$ cat src/rtl/polar_pkg.sv
// Shared constants and elaboration-time helpers for the polar encoder:
// code-length math, default frozen-set mask, info-position lookup and popcount.
package polar_pkg;

    localparam int MAX_N     = 64;
    localparam int N_DEFAULT = 8;
    localparam int K_DEFAULT = 4;
    localparam logic [N_DEFAULT-1:0] INFO_MASK_DEFAULT = 8'b1110_1000;

    function automatic int LOG2(input int v);
        int r;
        r = 32'sd0;
        for (int i = 32'sd0; i < 32'sd31; i++) begin
            if ((32'sd1 << i) < v) begin
                r = i + 32'sd1;
            end else begin
                r = r;
            end
        end
        return r;
    endfunction

    function automatic int popcount(input logic [MAX_N-1:0] mask);
        int c;
        c = 32'sd0;
        for (int i = 32'sd0; i < MAX_N; i++) begin
            if (mask[i]) begin
                c = c + 32'sd1;
            end else begin
                c = c;
            end
        end
        return c;
    endfunction

    // Position of the j-th set bit of mask, counted from the LSB (0 if absent).
    function automatic int info_index(input logic [MAX_N-1:0] mask, input int j);
        int seen;
        int pos;
        seen = 32'sd0;
        pos  = 32'sd0;
        for (int i = 32'sd0; i < MAX_N; i++) begin
            if (mask[i]) begin
                if (seen == j) begin
                    pos = i;
                end else begin
                    pos = pos;
                end
                seen = seen + 32'sd1;
            end else begin
                seen = seen;
            end
        end
        return pos;
    endfunction

endpackage

$ cat src/rtl/polar_butterfly_stage.sv
// One registered XOR layer of the polar transform with its elastic valid/advance control.
module polar_butterfly_stage #(
    parameter int N    = 8,
    parameter int SPAN = 1
) (
    input  logic         clk,
    input  logic         rst_n_i,
    input  logic         valid_i,
    input  logic [N-1:0] data_i,
    input  logic         adv_next_i,
    output logic         valid_o,
    output logic [N-1:0] data_o
);

    logic [N-1:0] xor_s;
    logic         adv_s;
    logic         valid_d;
    logic         valid_q;
    logic [N-1:0] data_d;
    logic [N-1:0] data_q;

    // Upper half of each butterfly passes through; lower half folds in its partner.
    for (genvar i = 0; i < N; i++) begin : g_bfly
        if ((i & SPAN) == 0) begin : g_low
            assign xor_s[i] = data_i[i] ^ data_i[i + SPAN];
        end else begin : g_high
            assign xor_s[i] = data_i[i];
        end
    end

    assign adv_s = !valid_q || adv_next_i;

    // Next-state: take the upstream slot when this stage moves, otherwise hold.
    always_comb begin
        valid_d = valid_q;
        data_d  = data_q;
        if (adv_s) begin
            valid_d = valid_i;
            if (valid_i) begin
                data_d = xor_s;
            end else begin
                data_d = data_q;
            end
        end else begin
            valid_d = valid_q;
            data_d  = data_q;
        end
    end

    // Stage register with synchronous active-low reset.
    always_ff @(posedge clk) begin
        if (!rst_n_i) begin
            valid_q <= 1'b0;
            data_q  <= {N{1'b0}};
        end else begin
            valid_q <= valid_d;
            data_q  <= data_d;
        end
    end

    assign valid_o = valid_q;
    assign data_o  = data_q;

endmodule

$ cat src/rtl/polar_encoder.sv
// Fully pipelined non-systematic Arikan polar encoder: info-bit insertion stage,
// log2(N) registered butterfly stages, elastic valid/ready flow, output frame counter.
module polar_encoder
    import polar_pkg::*;
#(
    parameter int            N         = N_DEFAULT,
    parameter int            K         = K_DEFAULT,
    parameter logic [N-1:0]  INFO_MASK = INFO_MASK_DEFAULT
) (
    input  logic         clk,
    input  logic         rst_n,
    input  logic         in_valid,
    output logic         in_ready,
    input  logic [K-1:0] in_bits,
    output logic         out_valid,
    input  logic         out_ready,
    output logic [N-1:0] out_code,
    output logic [7:0]   out_frame_cnt
);

    localparam int LOGN = LOG2(N);
    localparam logic [MAX_N-1:0] MASK_W = MAX_N'(INFO_MASK);

    if ((N < 4) || (N > MAX_N) || ((N & (N - 1)) != 0)) begin : g_bad_n
        $error("polar_encoder: N must be a power of two in 4..64");
    end
    if (popcount(MASK_W) != K) begin : g_bad_k
        $error("polar_encoder: K must equal popcount(INFO_MASK)");
    end

    logic [N-1:0]  u_s;
    logic          in_hs_s;
    logic          adv0_s;
    logic          v0_d;
    logic          v0_q;
    logic [N-1:0]  u_d;
    logic [N-1:0]  u_q;
    logic [LOGN:0] stg_valid_s;
    logic [N-1:0]  stg_data_s [0:LOGN];
    logic [LOGN:0] down_adv_s;
    logic          run_s;
    logic [7:0]    cnt_d;
    logic [7:0]    cnt_q;

    // Scatter info bits onto their mask positions; frozen positions are tied low.
    for (genvar j = 0; j < K; j++) begin : g_info
        localparam int POS = info_index(MASK_W, j);
        assign u_s[POS] = in_bits[j];
    end
    for (genvar i = 0; i < N; i++) begin : g_frozen
        if (!INFO_MASK[i]) begin : g_zero
            assign u_s[i] = 1'b0;
        end
    end

    // Downstream-advance for stage k depends only on registered valids and out_ready,
    // which keeps the ready chain acyclic.
    always_comb begin
        down_adv_s = {(LOGN + 1){1'b0}};
        run_s      = out_ready;
        for (int k = LOGN; k >= 32'sd0; k--) begin
            down_adv_s[k] = run_s;
            run_s         = run_s || !stg_valid_s[k];
        end
    end

    assign adv0_s   = !v0_q || down_adv_s[0];
    assign in_ready = rst_n && adv0_s;
    assign in_hs_s  = in_valid && in_ready;

    // Insert stage next-state.
    always_comb begin
        v0_d = v0_q;
        u_d  = u_q;
        if (adv0_s) begin
            v0_d = in_hs_s;
            if (in_hs_s) begin
                u_d = u_s;
            end else begin
                u_d = u_q;
            end
        end else begin
            v0_d = v0_q;
            u_d  = u_q;
        end
    end

    // Insert stage register.
    always_ff @(posedge clk) begin
        if (!rst_n) begin
            v0_q <= 1'b0;
            u_q  <= {N{1'b0}};
        end else begin
            v0_q <= v0_d;
            u_q  <= u_d;
        end
    end

    assign stg_valid_s[0] = v0_q;
    assign stg_data_s[0]  = u_q;

    for (genvar s = 1; s <= LOGN; s++) begin : g_stage
        polar_butterfly_stage #(
            .N    (N),
            .SPAN (1 << (s - 1))
        ) u_stage (
            .clk        (clk),
            .rst_n_i    (rst_n),
            .valid_i    (stg_valid_s[s - 1]),
            .data_i     (stg_data_s[s - 1]),
            .adv_next_i (down_adv_s[s]),
            .valid_o    (stg_valid_s[s]),
            .data_o     (stg_data_s[s])
        );
    end

    assign out_valid = stg_valid_s[LOGN];
    assign out_code  = stg_data_s[LOGN];

    // Output handshake counter next-state, wrapping modulo 256.
    always_comb begin
        cnt_d = cnt_q;
        if (out_valid && out_ready) begin
            cnt_d = cnt_q + 8'd1;
        end else begin
            cnt_d = cnt_q;
        end
    end

    // Output handshake counter register.
    always_ff @(posedge clk) begin
        if (!rst_n) begin
            cnt_q <= 8'd0;
        end else begin
            cnt_q <= cnt_d;
        end
    end

    assign out_frame_cnt = cnt_q;

endmodule

$ cat config.mk
export PLATFORM = sky130hd
export DESIGN_NAME = polar_encoder
export DESIGN_NICKNAME = d
export VERILOG_FILES = /design/src/rtl/polar_pkg.sv /design/src/rtl/polar_butterfly_stage.sv /design/src/rtl/polar_encoder.sv
export SDC_FILE = /design/constraint.sdc
export NUM_CORES = 1
export LEC_CHECK = 0
export ABC_AREA = 1
export ABC_CLOCK_PERIOD_IN_PS = 1800
export CAP_MARGIN = 20
export CORE_MARGIN = 2
export CORE_UTILIZATION = 53
export CTS_BUF_LIST = sky130_fd_sc_hd__clkbuf_4 sky130_fd_sc_hd__clkbuf_8
export DETAILED_ROUTE_END_ITERATION = 10
export HOLD_SLACK_MARGIN = 0.06
export PLACE_DENSITY = 0.82
export SLEW_MARGIN = 20
export SYNTH_ARGS = -nofsm -noshare
export SYNTH_HDL_FRONTEND = slang
export SYNTH_SLANG_ARGS = --single-unit
$ cat constraint.sdc
create_clock -name clk -period 1.8 [get_ports clk]
set_clock_uncertainty 0.2 [all_clocks]
set_input_delay 0.54 -clock clk [delete_from_list [all_inputs] [get_ports clk]]
set_output_delay 0.54 -clock clk [all_outputs]
set_load 0.005 [all_outputs]
==> reports/metrics.cfg <==
[synth]
ys_types=18
netlist_area_um2=1360
synth.yosys.seq_area_share_pct=48.6
postSynthAreaPerCell_um2=7.38
synth_nets=193
synth_cells=184
ys_warn_count=0
synth_seq_cells=33

[cells_and_area]
nNetsFinal=241
stdcell_area_um2=1880
final_common_cell=nor2_1
area_delta_synth_final_pct=38.4
final_cell_mix=nor2_1, nand2_1, inv_1
layout-drive-gt1-share_pct=23.2
insertedDiodeCount=0
final_cells=263

[placed_design]
portBuffers=25
place_area_um2=1720
gp_congestion=0.717
placed_cells_incl_taps=246
dp_hpwl_um=1900
pre_cts_ws_ps=-861

[pwr]
clkPwrFrac_pct=34.7
sw_frac_of_total_pct=23.8
sequentialPowerShare_pct=56.7
p_sw_w=0.000324
power.leakage_nw=0.924
vdd_drop_max_uv=509
power.density_nw_per_um2=725
internal_power_w=0.00104
p_comb_share_pct=8.7
total_power_w=0.00136

[timing]
holdWs_ps=250
hold_viol=0
setup_slack_ps=-165
finalCriticalPeriod_ps=1960
setup_violations=2
rsz0062_at_grt=true
worst_slew_pin_slew_ps=302
relSlewSlack_pct=79.7
final.period_utilization_pct=109
fmax_mhz=509
finalMaxSlewViolations=0

[die]
ioPinCount=26
core_um2=2450
start_util_pct=55.4
die_h_um=54.6
row_count=18
fp.dieW_um=54.6
fp.dieArea_um2=2980

[cts]
clockBufferDepth=2
htreeDepth=2
cts.clk_slew.worst_paths_ps=100
holdBufCountCts=0
cts_sinks=33
clk_latency_ps=330
numCtsBuffers=5
clockRootBuffer=clkbuf_4
cts_tree=done

[route]
drt-total-wl_um=3030
post_drt_wl_per_cell_um=11.5
drc_errors=0
routed_via_density=5.08
drt_first_pass_iters=4
drtAntennaViolNets=0
first_iter_violations=41
via_count=1335

[worst_setup_path]
crit_buf_inv=3
critPathLaunchType=register
path_class=register to output port
crit_slowest_cell=dfxtp_2
critPathArrivalTime_ps=1220
critical_path.max_fanout=2
rrSetupSlack_ps=-10
end_kind=output port
max_stage_delay_ps=350
crit_family=flip-flops
crit_required_ps=1060
reg2reg_depth=13
cp_cell_sequence=inv_2 > nor2_4 > nand4_1 > inv_1 > nor2_1 > buf_2
r2r_start=g_stage[3].u_stage.valid_o
r2r-end=v0_q

[run]
drv_cap=0

[global_routing]
overflow=0
grt_usage_pct=22.4
antenna_found_initial=0
grt_max_degree=32
first_global_vias=1148
grt_pass1_wl_um=4690

[outcome]
violations=setup timing
outcome=finished with violations

[min_path]
hold_path_class=register to register
whs_path_depth=2
min_to=out_frame_cnt[5]
holdCritStartpoint=out_frame_cnt[5]

## stage by stage
| step | util [%] | TNS (ps) |
|---|---|---|
| after floorplan | - | 0 |
| after global placement | 69.9 | -6440 |
| after detailed placement | 69.9 | -7200 |
| after CTS | 75.6 | -229 |
| after global routing | 76.6 | -266 |
| final | 76.6 | -173 |
## flip-flops by register name, summed over array words and instances, names as in the netlist
name,count
g_stage.u_stage.valid_o,3
u_q,4
g_stage.u_stage.data_o,17
v0_q,1
out_frame_cnt,8
## layer usage
layer | wire length [um] | up-vias | track usage, %
li1 | - | 682 | -
met1 | 1200 | 596 | 25.4
met2 | 1530 | 46 | 39.1
met3 | 186 | 11 | 5.74
met4 | 114 | 0 | 10.0
met5 | 0 | - | 0
## synth_stat cells
| cell | number | area share, % |
|---|---|---|
| clkbuf_1 | 4 | 1.1 |
| nor2_2 | 1 | 0.46 |
| nand3_1 | 10 | 3.7 |
| a21oi_1 | 12 | 4.4 |
| buf_2 | 1 | 0.37 |
| nand4_1 | 7 | 3.2 |
| nand3_2 | 1 | 0.74 |
| nor2_1 | 37 | 10 |
| buf_4 | 1 | 0.55 |
| xnor2_1 | 5 | 3.2 |
| nor3_1 | 1 | 0.37 |
| nand2_1 | 31 | 8.6 |
| o21ai_0 | 16 | 5.9 |
| ha_1 | 1 | 0.92 |
| xor2_1 | 2 | 1.3 |
| inv_1 | 20 | 5.5 |
| nor2_4 | 1 | 0.83 |
| dfxtp_1 | 33 | 49 |
## logic make-up after synthesis
logic type | Yosys count | synth area share (%)
xor+xnor | 7 | 4.51
fa+ha+maj | 1 | 0.921
simple gates | 89 | 28.1
compound gates | 28 | 10.3
buf+inv | 26 | 7.55
flops | 33 | 48.6
## cell type report
type                            instances  area [um^2]
Clock buffer                            7         65.1
Clock inverter                          1         5.00
Fill cell                             186          574
Inverter                               20         75.1
Multi-Input combinational cell        125          603
Sequential cell                        33          684
Tap cell                               30         37.5
Timing Repair Buffer                   47          410
## what timing repair did
item / CTS / global route
endpoints found under the setup margin: 18 / 3
buffers inserted: 10 / 0
pin swaps: 1 / 3
resized for setup: 46 / 9
## how the worst max path moves through the flow
stage,start,to,cells past startpoint
floorplan,out_ready,in_ready,4
CTS,g_stage[3].u_stage.valid_o,v0_q,14
finish,g_stage[3].u_stage.valid_o,in_ready,6
global placement,out_ready,in_ready,6
detailed placement,out_ready,in_ready,6
global route,g_stage[3].u_stage.valid_o,in_ready,6
## power groups by stage
stage / Combinational [W] / Sequential [W] / Clock, W
after global placement: 0.000118 / 0.000789 / 0
after floorplan: 0.0000652 / 0.000788 / 0
after global routing: 0.000133 / 0.000777 / 0.000517
after CTS: 0.000115 / 0.000773 / 0.000481
final: 0.000118 / 0.000773 / 0.000473
after detailed placement: 0.000121 / 0.000791 / 0
## worst min-delay path, delay by kind of cell (launching register included)
kind / cells / cell delay, ps
flops: 1 / 340
compound gates: 1 / 50
buf+inv: 1 / 40
No activity file was read; power rests on OpenSTA's default activity.
